<file path="src/rtl/decoder_2x4_seq_pkg.sv">
// Shared definitions for the sequential 2-to-4 decoder and its companion encoder bench.
// Holds the FSM state encoding and the output-width formula so both sides agree.
// Pure declarations; no logic, no latency, no backpressure.
package decoder_2x4_seq_pkg;

  // IDLE drives Y to zero; HOLD keeps a one-hot pattern on Y.
  typedef enum logic {
    IDLE = 1'b0,
    HOLD = 1'b1
  } state_t;

  // One output line per possible input code.
  function automatic int out_width(input int in_w);
    return 1 << in_w;
  endfunction

  // Hold counter counts down from HOLD_CYCLES-1 to 0 and never wraps.
  function automatic int cnt_width(input int hold_cycles);
    return $clog2(hold_cycles) + 1;
  endfunction

endpackage

</file>
<file path="src/rtl/decoder_2x4_seq_sync_fifo.sv">
// Generic single-clock FIFO holding input codes until the decoder FSM consumes them.
// Latency: an entry written at edge k is visible on dout and poppable from edge k+1 (no bypass).
// Backpressure: full is derived from the registered count; pushes while full and pops while empty are ignored.
module sync_fifo #(
  parameter int WIDTH = 2,
  parameter int DEPTH = 4
) (
  input  logic             clk,
  input  logic             rst_n,
  input  logic             push,
  input  logic             pop,
  input  logic [WIDTH-1:0] din,
  output logic [WIDTH-1:0] dout,
  output logic             full,
  output logic             empty
);

  localparam int AW = $clog2(DEPTH);
  localparam int CW = AW + 1;

  logic [WIDTH-1:0] mem [DEPTH];
  logic [AW-1:0]    wr_ptr;
  logic [AW-1:0]    rd_ptr;
  logic [CW-1:0]    count;
  logic             do_push;
  logic             do_pop;

  // Status flags come straight from the registered count so in_ready has no combinational path from pop.
  assign full    = (count == CW'(DEPTH));
  assign empty   = (count == '0);
  assign do_push = push && !full;
  assign do_pop  = pop && !empty;
  assign dout    = mem[rd_ptr];

  // Pointer and occupancy bookkeeping; pointers wrap naturally because DEPTH is a power of two.
  always_ff @(posedge clk or negedge rst_n) begin
    if (!rst_n) begin
      wr_ptr <= '0;
      rd_ptr <= '0;
      count  <= '0;
    end else begin
      if (do_push) begin
        wr_ptr <= wr_ptr + AW'(1);
      end
      if (do_pop) begin
        rd_ptr <= rd_ptr + AW'(1);
      end
      case ({do_push, do_pop})
        2'b10:   count <= count + CW'(1);
        2'b01:   count <= count - CW'(1);
        default: count <= count;
      endcase
    end
  end

  // Storage array; contents are don't-care until written, so it carries no reset.
  always_ff @(posedge clk) begin
    if (do_push) begin
      mem[wr_ptr] <= din;
    end
  end

endmodule

</file>
<file path="src/rtl/decoder_2x4_seq.sv">
// Sequential one-hot decoder: buffers binary codes and replays each as a one-hot Y held HOLD_CYCLES clocks.
// Latency: a code accepted at edge k while idle with en=1 is popped at edge k+1 and shows on Y right after it.
// Backpressure: in_ready falls when the input FIFO is full; en=0 stalls new pops but never cuts a hold short.
module decoder_2x4_seq
  import decoder_2x4_seq_pkg::*;
#(
  parameter  int IN_W        = 2,
  parameter  int HOLD_CYCLES = 4,
  parameter  int FIFO_DEPTH  = 4,
  localparam int OUT_W       = out_width(IN_W)
) (
  input  logic             clk,
  input  logic             rst_n,
  input  logic             in_valid,
  output logic             in_ready,
  input  logic [IN_W-1:0]  in_code,
  input  logic             en,
  output logic [OUT_W-1:0] Y,
  output logic             busy,
  output logic             done
);

  localparam int CNT_W = cnt_width(HOLD_CYCLES);
  localparam logic [CNT_W-1:0] CNT_LOAD = CNT_W'(HOLD_CYCLES - 1);

  state_t            state;
  state_t            state_nxt;
  logic [CNT_W-1:0]  cnt;
  logic [CNT_W-1:0]  cnt_nxt;
  logic [OUT_W-1:0]  y_nxt;
  logic [OUT_W-1:0]  y_load;
  logic [IN_W-1:0]   fifo_dout;
  logic              fifo_full;
  logic              fifo_empty;
  logic              pop;
  logic              can_start;

  sync_fifo #(
    .WIDTH (IN_W),
    .DEPTH (FIFO_DEPTH)
  ) u_fifo (
    .clk   (clk),
    .rst_n (rst_n),
    .push  (in_valid),
    .pop   (pop),
    .din   (in_code),
    .dout  (fifo_dout),
    .full  (fifo_full),
    .empty (fifo_empty)
  );

  assign in_ready  = !fifo_full;
  assign busy      = (state == HOLD);
  assign can_start = !fifo_empty && en;
  assign y_load    = OUT_W'(1) << fifo_dout;

  // Next-state, hold countdown, output pattern and the done pulse; en only matters at pop decisions.
  always_comb begin
    state_nxt = state;
    cnt_nxt   = cnt;
    y_nxt     = Y;
    pop       = 1'b0;
    done      = 1'b0;
    case (state)
      IDLE: begin
        if (can_start) begin
          pop       = 1'b1;
          y_nxt     = y_load;
          cnt_nxt   = CNT_LOAD;
          state_nxt = HOLD;
        end else begin
          y_nxt = '0;
        end
      end
      HOLD: begin
        if (cnt != '0) begin
          cnt_nxt = cnt - CNT_W'(1);
        end else begin
          done = 1'b1;
          if (can_start) begin
            // Back-to-back: load the next code on the same edge the current hold ends.
            pop       = 1'b1;
            y_nxt     = y_load;
            cnt_nxt   = CNT_LOAD;
            state_nxt = HOLD;
          end else begin
            y_nxt     = '0;
            cnt_nxt   = '0;
            state_nxt = IDLE;
          end
        end
      end
      default: begin
        y_nxt     = '0;
        cnt_nxt   = '0;
        state_nxt = IDLE;
      end
    endcase
  end

  // State, counter and registered one-hot output; reset clears everything at once, mid-hold included.
  always_ff @(posedge clk or negedge rst_n) begin
    if (!rst_n) begin
      state <= IDLE;
      cnt   <= '0;
      Y     <= '0;
    end else begin
      state <= state_nxt;
      cnt   <= cnt_nxt;
      Y     <= y_nxt;
    end
  end

endmodule

</file>
<file path="config.mk">
export PLATFORM = sky130hd
export DESIGN_NAME = decoder_2x4_seq
export DESIGN_NICKNAME = d
export VERILOG_FILES = /design/src/rtl/decoder_2x4_seq_pkg.sv /design/src/rtl/decoder_2x4_seq_sync_fifo.sv /design/src/rtl/decoder_2x4_seq.sv
export SDC_FILE = /design/constraint.sdc
export NUM_CORES = 1
export LEC_CHECK = 0
export ABC_AREA = 1
export BUFFER_PORTS_ARGS = -buffer_cell sky130_fd_sc_hd__buf_2
export CAP_MARGIN = 20
export CORE_AREA = 2 2 52 54
export CTS_CLUSTER_DIAMETER = 200
export DETAILED_ROUTE_END_ITERATION = 6
export DIE_AREA = 0 0 54 56
export GPL_ROUTABILITY_DRIVEN = 0
export HOLD_SLACK_MARGIN = 0.1
export PLACE_DENSITY = 0.73
export SLEW_MARGIN = 0
export SYNTH_ARGS = -nofsm -noshare
export SYNTH_HDL_FRONTEND = slang
export SYNTH_SLANG_ARGS = --single-unit
</file>
<file path="constraint.sdc">
create_clock -name clk -period 2.05 [get_ports clk]
set_input_delay 0.41 -clock clk [delete_from_list [all_inputs] [get_ports clk]]
set_output_delay 0.41 -clock clk [all_outputs]
set_load 0.1 [all_outputs]
</file>
Word level (Yosys, flattened, before mapping)
Memory sizes are Yosys's and may differ from the RTL's.
Cells that the tools add are included.
{"block": "totals", "reg_bits": 15, "latchBits": 0, "ramBits": 8, "romBits": 0, "out_inout_bits": 7, "memories": 1}
{"block": "classes", "addsub": 5, "n_mul": 0, "div_mod_pow": 0, "n_lt_le_gt_ge": 0, "eq_ne": 5, "shifts": 1, "n_mux": 17, "n_bitwise": 1, "reduce_logical": 8}
{"memory": "u_fifo.mem", "depth": 4, "width": 2, "read_ports": 1, "rd_clocked_by_memory_dff": 0, "wr": 1, "line": "decoder_2x4_seq_sync_fifo.sv:21", "source": "logic [WIDTH-1:0] mem [DEPTH];"}
{"operator": "$pmux W3 S2", "n": 2}
{"operator": "$mux W4", "n": 2}
{"operator": "$pmux W4 S2", "n": 1}
{"operator": "$mux W1", "n": 7}
{"operator": "$mux W3", "n": 2}
{"operator": "$sub A3 B1 Y3 const B", "n": 2}
{"operator": "$add A2 B1 Y2 const B", "n": 2}
{"operator": "$ne A2 B2 Y1 const B", "n": 2}
{"operator": "$pmux W1 S2", "n": 2}
{"operator": "$shl A1 B2 Y4 const A", "n": 1}
{"operator": "$add A3 B1 Y3 const B", "n": 1}
{"operator": "$eq A3 B3 Y1 const B", "n": 1}
{"operator": "$logic_and A1 B1 Y1", "n": 3}
{"operator": "$logic_not A3 Y1", "n": 1}
{"operator": "$reduce_bool A3 Y1", "n": 1}
{"operator": "$eq A2 B1 Y1 const B", "n": 1}
{"operator": "$eq A2 B2 Y1 const B", "n": 1}
{"operator": "$logic_not A1 Y1", "n": 2}
{"operator": "$mux W2", "n": 1}
{"operator": "$reduce_bool A2 Y1", "n": 1}
{"operator": "$not A1 Y1", "n": 1}

Longest topological paths before layout
{"block": "depth", "depth_word": 9, "depth_mapped": 13, "mapped_depth_nobuf": 13}

Modules after synthesis
A second synthesis with hierarchy kept.
{"block": "hier_totals", "hier_cells": 141, "area_unflattened_um2": 1219.9}
{"mod": "sync_fifo", "n_inst": 1, "cells_each": 84, "area_each_um2": 784.5}
{"mod": "decoder_2x4_seq", "n_inst": 1, "cells_each": 57, "area_each_um2": 435.4}

Least setup slack after synthesis
No wires, ideal clock.
{"block": "synth_timing", "path_kind": "register to output", "from": "register state, in the netlist busy", "to": "output port done", "arrival_time_ns": 2.472, "t_required_ns": 1.640, "slack_ns": -0.832, "path_stages_with_launch": 3, "path_buffers": 0, "cell_sequence": "dfrtp_1 > inv_1 > nor2_1"}
{"block": "synth_via", "elab_chain_cells": 1}
{"element": "start: declaration", "line": "decoder_2x4_seq.sv:26", "source": "state_t state;"}
{"element": "start signal: assignment", "line": "decoder_2x4_seq.sv:108", "source": "state <= state_nxt;"}
{"element": "$mux W1", "line": "decoder_2x4_seq.sv:64", "source": "case (state)"}
{"element": "end: declaration", "line": "decoder_2x4_seq.sv:20", "source": "output logic done"}
Every way passes these cells.

Worst setup path in the final report
{"block": "layout_timing", "from": "register cnt[0]", "to": "register u_fifo.count[2]"}
{"block": "layout_via", "elab_chain_cells": 6, "elab_cells_between_ends": 8}
{"element": "start: declaration", "line": "decoder_2x4_seq.sv:28", "source": "logic [CNT_W-1:0] cnt;"}
{"element": "start signal: assignment", "line": "decoder_2x4_seq.sv:109", "source": "cnt <= cnt_nxt;"}
{"element": "$reduce_bool A3 Y1 *", "line": "decoder_2x4_seq.sv:76", "source": "if (cnt != '0) begin"}
{"element": "$mux W1 *", "line": "decoder_2x4_seq.sv:76"}
{"element": "$pmux W1 S2 *", "line": "decoder_2x4_seq.sv:64"}
{"element": "$logic_and A1 B1 Y1 *", "line": "decoder_2x4_seq_sync_fifo.sv:32", "source": "assign do_pop = pop && !empty;"}
{"element": "net u_fifo.do_pop", "line": "decoder_2x4_seq_sync_fifo.sv:26", "source": "logic do_pop;"}
{"element": "$eq A2 B1 Y1 or $eq A2 B2 Y1 (tied branches)", "line": "decoder_2x4_seq_sync_fifo.sv:48", "source": "case ({do_push, do_pop})"}
{"element": "$pmux W3 S2 or $reduce_bool A2 Y1 (tied branches)"}
{"element": "end signal: assignment", "line": "decoder_2x4_seq_sync_fifo.sv:49", "source": "2'b10: count <= count + CW'(1);"}
{"element": "end signal: assignment", "line": "decoder_2x4_seq_sync_fifo.sv:50", "source": "2'b01: count <= count - CW'(1);"}
{"element": "end signal: assignment", "line": "decoder_2x4_seq_sync_fifo.sv:51", "source": "default: count <= count;"}
{"element": "end: declaration", "line": "decoder_2x4_seq_sync_fifo.sv:24", "source": "logic [CW-1:0] count;"}
Mark *: on every way through the listed nets, which the timed path passes. The rest lies on a longest branch.
A chain may end at the register's enable or synchronous reset.

==> run summary <==
Die H: 56 um
Worst min path class: primary input to flip-flop
Worst Reg2Reg Path Length in Cells: 12
Layout cell share with drive strength beyond 1: 28.6%
CP max FO: 5
Standard-cell rows: 18
Max-slew violation count: 0
Slowest-stage cell, CP: dfrtp_1
Mapped Avg Cell Area: 9.40 um^2
Clk_lat worst skew: 0.30 ns
I/O pins: 13
DRC violations left: 0
Slew headroom: 67.8%
Fillers: 206
#FFs+latches synth: 23
Number of global-route vias before repair: 770
CP arrival: 2.13 ns
Worst-path clk slew: 0.12 ns
Hold Violations, Final: 0
Gr usage total: 14.8%
Remaining Overflow, GRT: 0
Area of the die: 3020 um^2
First drt pass iteration count: 4
Cells after synthesis: 130
Slew @ Worst Pin: 0.486 ns
Final setup viols: 0
Setup_tns: 0 ns
Register area share after synthesis: 50.4%
Max stage delay on crit path: 0.41 ns
Clock Path Buffers: 2
# port buffers: 12
Critical path class: flip-flop to flip-flop
CP cell instances: inv_2 -> ha_4 -> nand2_4 -> nand2_4 -> inv_4 -> nor2_8 -> ha_2 -> inv_2 -> fa_2 -> nand2_1 -> nand2_1 -> xor2_1
Synth-to-Final Area Change: 14.2%
Largest net degree at the start of global routing: 16
Final #Nets: 162
Most frequent cells in the layout: 33 x nand2_1, 14 x dfrtp_1, 14 x nand3_1
Part of the cycle the worst path needs: 94.0%
Post-route ant nets: 0
Final WL: 2050 um
Synth Cell Area: 1220 um^2
Yosys warning count: 0
Initial Util: 50.3%
Critical path depth: 12
Syn Nets: 144
Worst Path Required: 2.25 ns
Top Family by Delay on Critical Path: adder cells
First-pass GRT wire length: 3360 um
Status: finished clean
Initial antenna violation count: 0
CTS sink cnt: 23
Via/cell ratio: 4.87
WP buf/inv: 3
Maxcap violations: 0
TritonCTS clock tree: built
Final min period: 1.93 ns
Final setup skew: 0.00780 ns
RSZ-0062 raised after global routing: false
DR WL/cell: 11.6 um
Detail Placement HPWL: 1550 um
H-Tree Depth: 1
TritonCTS Buffers: 3
Hold path depth: 1
CP Launch Type: flip-flop
CORE AREA: 2430 um^2
Via count: 862
Die width: 54 um
Initial detailed-routing violation count: 26
Root Buffer: clkbuf_4
Synth unique cells: 22
Worst Setup End Kind: flip-flop
Leading cell type in the layout, fill and taps excluded: nand2_1
Ant. Diodes: 0
FMAX: 519 MHz
## routing by layer
metal / track usage [%] / share of wire (%) / vias up / routed length, um
met1: 20.3 / 45 / 395 / 931
met2: 23.7 / 50 / 25 / 1010
met4: 2.14 / 0 / 0 / 0
met5: 0 / 0 / - / 0
li1: - / - / 442 / -
met3: 4.03 / 5.0 / 0 / 102
## cell families after synthesis
logic type	after synthesis	share of synthesized area, %
flops	23	50.4
buf+inv	23	8.19
xor+xnor	6	4.30
simple gates	65	26.3
fa+ha+maj	8	8.80
compound gates	5	2.05
## cell type report
| type | instances | area, um^2 | area share, % |
|---|---|---|---|
| flip-flops and latches | 23 | 617 | 44.2 |
| multi-input cells | 84 | 547 | 39.2 |
| repair buffers | 15 | 85.1 | 6.09 |
| inverters | 21 | 83.8 | 6.00 |
| well taps | 30 | 37.5 | 2.69 |
| clock buffers | 4 | 26.3 | 1.88 |
## worst reg2reg max path, cell delays in order (launching register included)
cell and delay [ns]:
dfrtp_1 0.41, inv_2 0.10, ha_4 0.15, nand2_4 0.06, nand2_4 0.07, inv_4 0.05, nor2_8 0.10, ha_2 0.18
inv_2 0.05, fa_2 0.37, nand2_1 0.08, nand2_1 0.06, xor2_1 0.15
## repair_timing
| action | 4_1_cts | 5_1_grt |
|---|---|---|
| setup endpoints to repair | 0 | 2 |
| buffers inserted | 0 | 1 |
| hold endpoints to repair | 15 | 0 |
| resized for setup | 0 | 9 |
| hold buffers | 1 | 0 |
## Yosys cell counts
| library cell | number | area (um^2) |
|---|---|---|
| edfxtp_1 | 8 | 240 |
| xor2_1 | 3 | 26.3 |
| nand2_4 | 2 | 22.5 |
| xnor2_1 | 3 | 26.3 |
| o21ai_0 | 1 | 5.00 |
| inv_4 | 2 | 12.5 |
| nand3_1 | 14 | 70.1 |
| nand2_2 | 3 | 18.8 |
| nand2_1 | 33 | 124 |
| inv_1 | 14 | 52.6 |
| ha_1 | 7 | 87.6 |
| buf_2 | 1 | 5.00 |
| o21ai_1 | 3 | 15.0 |
| dfrtp_1 | 15 | 375 |
| inv_2 | 5 | 18.8 |
| fa_1 | 1 | 20.0 |
| nand3_2 | 3 | 30.0 |
| or2_0 | 1 | 6.26 |
| a21oi_1 | 1 | 5.00 |
| nor2_8 | 1 | 20.0 |
| buf_6 | 1 | 11.3 |
| nor2_1 | 8 | 30.0 |
## path summary, 6_finish.rpt
path                                          from  slack (ns)                          end
worst min-delay path                    in_code[0]        0.33   u_fifo.mem[1][0]$_DFFE_PP_
max in group asynchronous                    rst_n        1.25               busy$_DFF_PN0_
worst min register to register    Y[0]$_DFFE_PN0P_        0.50             Y[0]$_DFFE_PN0P_
min in group asynchronous                    rst_n        0.53           cnt[2]$_DFFE_PN0P_
worst max-delay path            cnt[0]$_DFFE_PN0P_        0.12  u_fifo.count[2]$_DFFE_PN0P_
worst max register to register  cnt[0]$_DFFE_PN0P_        0.12  u_fifo.count[2]$_DFFE_PN0P_
## through the flow
| step | util [%] | setup slack (ns) | cells | area [um^2] | hold slack (ns) |
|---|---|---|---|---|---|
| after global placement | 54.6 | 0.107 | 171 | 1330 | 0.331 |
| after CTS | 56.1 | 0.00612 | 176 | 1360 | 0.314 |
| after detailed placement | 54.6 | 0.0397 | 171 | 1330 | 0.341 |
| final | 57.4 | 0.122 | 177 | 1400 | 0.330 |
| after global routing | 57.4 | 0.00270 | 177 | 1400 | 0.304 |
| after floorplan | - | 0.0368 | 130 | 1240 | 0.114 |
## sequential cells by signal, indices dropped and copies added (netlist names)
name           cells
u_fifo.count       3
cnt                3
u_fifo.rd_ptr      2
u_fifo.mem         8
busy               1
Y                  4
u_fifo.wr_ptr      2
Power is left out: the tool's default activity adds up to more than one toggle a clock period on the data nets, which glitch-free logic cannot reach.
